==> src/rtl/clk_gen_pkg.sv <==
// Shared definitions for the multi-channel clock generator.
// Latency: n/a (types and constants only).
// Backpressure: n/a.
package clk_gen_pkg;

    // Default width of the period/high/phase fields, in reference-clock cycles
    localparam int DEF_CNT_W  = 16;

    // Shortest period a channel can produce; smaller programmed values are raised to this
    localparam int MIN_PERIOD = 2;

    // Per-channel operating state
    typedef enum logic [1:0] {
        IDLE       = 2'd0,
        PHASE_WAIT = 2'd1,
        RUN        = 2'd2,
        STOP       = 2'd3
    } ch_state_e;

endpackage

==> src/rtl/clk_gen_ch.sv <==
// One generated-clock channel: shadowed period/high/phase, start delay and period counter.
// Latency: clk_out/tick are registered one cycle behind the counter, so the first high cycle follows the enabling edge by 1+PH.
// Backpressure: none; once started it free-runs, and en low lets the current period finish before idling.
module clk_gen_ch
    import clk_gen_pkg::*;
#(
    parameter int CNT_W = DEF_CNT_W
) (
    input  logic             clk,
    input  logic             rst,
    input  logic             en,
    input  logic             sync,
    input  logic [CNT_W-1:0] period,
    input  logic [CNT_W-1:0] high,
    input  logic [CNT_W-1:0] phase,
    output logic             clk_out,
    output logic             tick,
    output logic             active
);

    ch_state_e        state_q, state_d;
    logic [CNT_W-1:0] cnt_q, cnt_d;
    logic [CNT_W-1:0] ph_cnt_q, ph_cnt_d;
    logic [CNT_W-1:0] per_q, per_d;
    logic [CNT_W-1:0] hi_q, hi_d;
    logic [CNT_W-1:0] ph_q, ph_d;
    logic             clk_out_q, clk_out_d;
    logic             tick_q, tick_d;
    logic [CNT_W-1:0] eff_per;
    logic             wrap;

    // Degenerate periods (0 or 1) run as the minimum period so the counter always wraps
    assign eff_per = (per_q < CNT_W'(MIN_PERIOD)) ? CNT_W'(MIN_PERIOD) : per_q;
    assign wrap    = (cnt_q == (eff_per - CNT_W'(1)));

    // State and datapath registers; reset clears every counter and shadow
    always_ff @(posedge clk) begin
        if (rst) begin
            state_q  <= IDLE;
            cnt_q    <= '0;
            ph_cnt_q <= '0;
            per_q    <= '0;
            hi_q     <= '0;
            ph_q     <= '0;
        end else begin
            state_q  <= state_d;
            cnt_q    <= cnt_d;
            ph_cnt_q <= ph_cnt_d;
            per_q    <= per_d;
            hi_q     <= hi_d;
            ph_q     <= ph_d;
        end
    end

    // Next state: sync or an IDLE exit restarts from fresh shadows; otherwise step the counters
    always_comb begin
        state_d  = state_q;
        cnt_d    = cnt_q;
        ph_cnt_d = ph_cnt_q;
        per_d    = per_q;
        hi_d     = hi_q;
        ph_d     = ph_q;
        if (sync || (state_q == IDLE)) begin
            cnt_d    = '0;
            ph_cnt_d = '0;
            if (en) begin
                per_d   = period;
                hi_d    = high;
                ph_d    = phase;
                state_d = (phase != '0) ? PHASE_WAIT : RUN;
            end else begin
                state_d = IDLE;
            end
        end else begin
            case (state_q)
                PHASE_WAIT: begin
                    if (!en) begin
                        state_d  = IDLE;
                        ph_cnt_d = '0;
                    end else if (ph_cnt_q == (ph_q - CNT_W'(1))) begin
                        state_d  = RUN;
                        cnt_d    = '0;
                        ph_cnt_d = '0;
                    end else begin
                        ph_cnt_d = ph_cnt_q + CNT_W'(1);
                    end
                end
                // STOP only differs from RUN in that it idles at the wrap unless en returns
                RUN, STOP: begin
                    if (wrap) begin
                        cnt_d = '0;
                        if (en) begin
                            state_d = RUN;
                            per_d   = period;
                            hi_d    = high;
                        end else begin
                            state_d = IDLE;
                        end
                    end else begin
                        cnt_d   = cnt_q + CNT_W'(1);
                        state_d = en ? RUN : STOP;
                    end
                end
                default: state_d = IDLE;
            endcase
        end
    end

    // Output decode from the current counter; sync forces a low cycle before the realigned period
    always_comb begin
        clk_out_d = 1'b0;
        tick_d    = 1'b0;
        if (!sync && ((state_q == RUN) || (state_q == STOP))) begin
            clk_out_d = (cnt_q < hi_q);
            tick_d    = (cnt_q == '0);
        end
    end

    // Output registers, cleared immediately by reset
    always_ff @(posedge clk) begin
        if (rst) begin
            clk_out_q <= 1'b0;
            tick_q    <= 1'b0;
        end else begin
            clk_out_q <= clk_out_d;
            tick_q    <= tick_d;
        end
    end

    assign clk_out = clk_out_q;
    assign tick    = tick_q;
    assign active  = (state_q != IDLE);

endmodule

==> src/rtl/clk_gen_multi.sv <==
// Bank of NUM_CH independent generated clocks sharing one reference clock and a realign pulse.
// Latency: per channel, first high cycle and tick one cycle after the phase delay expires.
// Backpressure: none; channels are free-running and gated only by en.
module clk_gen_multi
    import clk_gen_pkg::*;
#(
    parameter int NUM_CH = 4,
    parameter int CNT_W  = DEF_CNT_W
) (
    input  logic                    clk,
    input  logic                    rst,
    input  logic [NUM_CH-1:0]       en,
    input  logic                    sync,
    input  logic [NUM_CH*CNT_W-1:0] period,
    input  logic [NUM_CH*CNT_W-1:0] high,
    input  logic [NUM_CH*CNT_W-1:0] phase,
    output logic [NUM_CH-1:0]       clk_out,
    output logic [NUM_CH-1:0]       tick,
    output logic [NUM_CH-1:0]       active
);

    for (genvar g = 0; g < NUM_CH; g++) begin : g_ch
        clk_gen_ch #(
            .CNT_W (CNT_W)
        ) u_ch (
            .clk     (clk),
            .rst     (rst),
            .en      (en[g]),
            .sync    (sync),
            .period  (period[g*CNT_W +: CNT_W]),
            .high    (high[g*CNT_W +: CNT_W]),
            .phase   (phase[g*CNT_W +: CNT_W]),
            .clk_out (clk_out[g]),
            .tick    (tick[g]),
            .active  (active[g])
        );
    end

endmodule
==> config.mk <==
export PLATFORM = sky130hd
export DESIGN_NAME = clk_gen_multi
export DESIGN_NICKNAME = d
export VERILOG_FILES = /design/src/rtl/clk_gen_pkg.sv /design/src/rtl/clk_gen_ch.sv /design/src/rtl/clk_gen_multi.sv
export SDC_FILE = /design/constraint.sdc
export NUM_CORES = 1
export LEC_CHECK = 0
export ABC_AREA = 1
export CORE_ASPECT_RATIO = 1.75
export CORE_MARGIN = 1.5
export CORE_UTILIZATION = 53
export DETAILED_ROUTE_END_ITERATION = 12
export GPL_TIMING_DRIVEN = 1
export MAX_ROUTING_LAYER = met4
export PLACE_DENSITY = 0.8
export SLEW_MARGIN = 5
export SYNTH_ARGS = -nofsm -noshare
export SYNTH_HDL_FRONTEND = slang
export SYNTH_HIERARCHICAL = 1
export SYNTH_SLANG_ARGS = --single-unit
export TNS_END_PERCENT = 20
==> constraint.sdc <==
create_clock -name clk -period 2.5 [get_ports clk]
set_input_delay 0.625 -clock clk [delete_from_list [all_inputs] [get_ports clk]]
set_output_delay 0.625 -clock clk [all_outputs]
set_load 0.1 [all_outputs]
==> summary.md, run 1 <==
| Metric | Value |
|---|---|
| Cell variety after synth | 33 |
| Setup crit start | g_ch[3].u_ch/per_q[13]$_SDFFE_PP0P_ |
| Worst-path clk slew | 0.06 ns |
| Failing checks | negative setup slack |
| Total wire length | 69.57 mm |
| Layout cell share with drive strength beyond 1 | 0.1639 |
| Total gr overflow | 0 |
| Status | finished, violations left |
| Slew HR | 0.6560 |
| Worst reg2reg endpoint | g_ch[3].u_ch/hi_q[14]$_SDFFE_PP0P_ |
| RSZ-0062 raised after global routing | true |
| CP Class | register to register |
| Post-Synthesis Cells | 3420 |
| YS warnings | 6 |
| Fin cells | 4410 |
| CTS buffer count | 35 |
| Final Hold Vio Count | 0 |
| Routability cong. | 0.9791 |
| TritonCTS clock tree | built |
| Area contributors post-synth | dfxtp_1 31%, nand2_1 13%, nor2_1 11%, inv_1 7.8%, xor2_1 5.8% |
| Synthesized flop and latch total | 336 |
| Max Root-Sink Buffers | 3 |
| # fillers | 3276 |
| Worst setup margin | -0.3387 ns |
| Layout area overhead | 32.81% |
| IO buf count | 210 |
| Fin Clk Skew | about 0.022 ns |
| Top cell type's share of synthesized area | 0.3091 |
| DRC viols | 0 |
| Number of global-route vias before repair | 22820 |
| Antenna violations before repair | 3 |
| Post-synth EDFFs | 0 |
| Period utilization | 1.135 |
| WHS | 0.4674 ns |
| FMAX | 352.3 MHz |
| Lkg Pwr | 0.01312 µW |
| Vias per inst | approximately 5.4 |
| Final setup violation count | 114 |
| Avg Cell Area, Syn | 6.363 µm² |
| Hold Crit Class | register to register |
| CTS H-tree lvls | 2 |
| Top-level port count | approximately 210 |
| Placed Cells | 4291 |
| Synth async-reset ratio | 0 |
| Total track usage | 0.3153 |
| Chip Width | 156.2 µm |
| Crit. End Element | register |
| Core area | 40710 µm² |
| Chip Height | 271.1 µm |
| Routed len/inst | 15.78 µm |
| WHS Path Cells | 2 |
| Final antenna-violating net count | 0 |
| Row cnt | roughly 100 |
| Worst slew pin tran | 0.5113 ns |
| Number of max-cap violations | 0 |
| RR Startpoint | g_ch[3].u_ch/per_q[13]$_SDFFE_PP0P_ |
| CTS Root Cell | clkbuf_16 |
| First-pass iteration count of the detailed router | 8 |
| Data arrival time of the critical path | 3.27 ns |
| Syn_nets | between 3000 and 4000 |
| Worst skew pair latency | 0.54 ns |
| Final net count | 4110 |
| Worst Setup EP | g_ch[3].u_ch/hi_q[14]$_SDFFE_PP0P_ |
| Final Slew Violations | 0 |
| Worst Path Required | 2.93 ns |
| Min cycle time layout | roughly 2.8 ns |
| First-pass GRT wire length | 105.3 mm |
| DRT iter0 DRCs | between 1000 and 1500 |
| Via count | roughly 24000 |
| Die area | between 40000 and 50000 µm² |
| Primary FF master, synth | dfxtp_1 |
| DPL Wire Length | 47.48 mm |
| Register area share after synthesis | 0.3091 |
| Max FO, Critical Path | 7 |
| Top cell type by total area after synthesis | dfxtp_1 |
| Worst Reg-to-Reg Cells | 20 |
| Mapped cell area | 21760 µm² |
| Critical path startpoint category | register |
| Starting Density | 0.5345 |
| Pwr dens | about 520 nW/µm² |
| Worst reg2reg setup slack | -0.34 ns |
| VDD IR max | 614.1 µV |
| Largest net degree at the start of global routing | a little under 50 |
| Clk sinks | 336 |
| Pre-CTS setup slack | -0.3149 ns |
## cells by family after synthesis
family | after synthesis | share of synthesized area
AOI/OAI and AO/OA | 320 | 0.07659
xor gates and xnor gates | 228 | 0.09177
adders and majority gates | 80 | 0.04600
buffers and inverters | 584 | 0.1083
DFF | 336 | 0.3091
and+or+nand+nor | 1872 | 0.3682
## per-layer routing
layer	GRT usage	vias to the layer above	wire length [µm]
li1	-	11650	-
met5	-	-	0
met4	0.2005	0	4955
met3	0.04453	343	3955
met1	0.2903	10810	23550
met2	0.5958	846	37110
## area by class of cell
| type | count | area [µm²] | share of cell area |
|---|---|---|---|
| Clock inverter | 11 | 125.1 | 0.004329 |
| Inverter | 456 | 1712 | 0.05923 |
| Clock buffer | 51 | 1027 | 0.03554 |
| Multi-Input combinational cell | 2501 | 13680 | 0.4734 |
| Timing Repair Buffer | 501 | 4907 | 0.1698 |
| Sequential cell | 336 | 6749 | 0.2335 |
| Antenna cell | 4 | 10.01 | 0.0003464 |
| Tap cell | 550 | 688.2 | 0.02381 |
## report_power, final
part	switching, µW	total, µW	internal (µW)
logic	2070	3890	1820
registers	213	5830	5620
clock network	2270	5350	3070
total	4560	15100	10500
## registers in the layout, indices dropped and copies added (netlist names)
signal,flops
g_ch.u_ch/tick,4
g_ch.u_ch/clk_out,4
g_ch.u_ch/cnt_q,64
g_ch.u_ch/state_q,8
g_ch.u_ch/ph_cnt_q,64
g_ch.u_ch/hi_q,64
g_ch.u_ch/ph_q,64
g_ch.u_ch/per_q,64
## what timing repair did
item	CTS	global route
resized for setup	123	187
pin swaps	52	93
setup endpoints to repair	184	251
hold buffers	0	0
setup buffers	22	13
gates cloned	7	12
## cells in the final DEF, fill, tap and decap left out, types with 5 or more instances in the layout
| cell type | n |
|---|---|
| nand2_1 | 651 |
| nor2_1 | 532 |
| inv_1 | 451 |
| dfxtp_1 | 320 |
| buf_4 | 249 |
| nand3_1 | 234 |
| clkdlybuf4s50_1 | 198 |
| a21oi_1 | 196 |
| xor2_1 | 142 |
| nand4_1 | 96 |
| o21ai_0 | 92 |
| ha_1 | 76 |
| nand2_2 | 75 |
| xnor2_1 | 73 |
| nor2_2 | 59 |
| nor3_1 | 56 |
| clkbuf_16 | 46 |
| nor4_1 | 36 |
| nand3b_1 | 32 |
| nor2_4 | 25 |
| nand2_4 | 25 |
| or2_2 | 25 |
| buf_12 | 23 |
| dfxtp_2 | 15 |
| buf_6 | 12 |
| nand3_2 | 9 |
| clkbuf_1 | 8 |
| a21oi_2 | 8 |
| clkbuf_8 | 7 |
| xnor2_2 | 7 |
| buf_16 | 6 |
| nor3_2 | 6 |
| clkinv_2 | 5 |
## cells in the mapped netlist (32+ instances only)
| cell | number |
|---|---|
| nand3_1 | 244 |
| nand3b_1 | 32 |
| dfxtp_1 | 336 |
| xnor2_1 | 84 |
| clkbuf_1 | 76 |
| xor2_1 | 144 |
| ha_1 | 80 |
| nor2_1 | 612 |
| o21ai_0 | 92 |
| a21oi_1 | 200 |
| nor4_1 | 36 |
| nor3_1 | 60 |
| nand4_1 | 96 |
| nand2_1 | 744 |
| inv_1 | 452 |
## per-stage QoR
| stage | total power (µW) | setup TNS, ns | cell area, µm² | util |
|---|---|---|---|---|
| 2_1_floorplan | 7811 | 0 | 21770 | - |
| 3_3_place_gp | 9034 | -17.33 | 25890 | 0.6360 |
| 3_5_place_dp | 9083 | -24.06 | 25890 | 0.6360 |
| 4_1_cts | 14720 | -3.578 | 27880 | 0.6848 |
| 5_1_grt | 15770 | -42.98 | 28900 | 0.7099 |
| 6_report | 15070 | -12.68 | 28900 | 0.7099 |
## how the worst min path moves through the flow
stage | startpoint | to | slack (ns)
floorplan | g_ch[0].u_ch/ph_q[1]$_SDFFE_PP0P_ | g_ch[0].u_ch/ph_q[1]$_SDFFE_PP0P_ | 0.45
global placement | g_ch[1].u_ch/hi_q[12]$_SDFFE_PP0P_ | g_ch[1].u_ch/hi_q[12]$_SDFFE_PP0P_ | 0.46
detailed placement | g_ch[0].u_ch/ph_q[1]$_SDFFE_PP0P_ | g_ch[0].u_ch/ph_q[1]$_SDFFE_PP0P_ | 0.46
CTS | g_ch[0].u_ch/ph_q[1]$_SDFFE_PP0P_ | g_ch[0].u_ch/ph_q[1]$_SDFFE_PP0P_ | 0.47
global route | g_ch[3].u_ch/hi_q[7]$_SDFFE_PP0P_ | g_ch[3].u_ch/hi_q[7]$_SDFFE_PP0P_ | 0.49
finish | g_ch[2].u_ch/hi_q[15]$_SDFFE_PP0P_ | g_ch[2].u_ch/hi_q[15]$_SDFFE_PP0P_ | 0.47
## critical path, cell delays in order (launching register included)
cell	delay, ns
dfxtp_4	0.36
nor2_4	0.13
nand2_2	0.07
nor2_4	0.15
nand2_2	0.09
nand2_4	0.08
ha_4	0.16
buf_6	0.11
xnor2_4	0.12
xor2_1	0.19
nand2_1	0.07
nor2_1	0.10
nand2_1	0.07
nor2_2	0.11
nand3_2	0.11
nand2_4	0.10
buf_12	0.13
buf_12	0.14
buf_16	0.14
nor2_1	0.06
nor2_1	0.24
(Power assumes the default switching activity.)
==> run 2: changes to the inputs <==
--- a/config.mk
+++ b/config.mk
@@ -6,6 +6,7 @@
 export NUM_CORES = 1
 export LEC_CHECK = 0
 export ABC_AREA = 1
+export ABC_CLOCK_PERIOD_IN_PS = 2500
 export CORE_ASPECT_RATIO = 1.75
 export CORE_MARGIN = 1.5
 export CORE_UTILIZATION = 53
==> results of run 2 <==
The final DEF is identical to that of run 1; final timing and power are the same.
==> run 3: changes to the inputs <==
--- a/config.mk
+++ b/config.mk
@@ -12,6 +12,7 @@
 export CORE_UTILIZATION = 53
 export DETAILED_ROUTE_END_ITERATION = 12
 export GPL_TIMING_DRIVEN = 1
+export HOLD_SLACK_MARGIN = 0.03
 export MAX_ROUTING_LAYER = met4
 export PLACE_DENSITY = 0.8
 export SLEW_MARGIN = 5
==> results of run 3 <==
The final DEF is identical to that of run 1; final timing and power are the same.
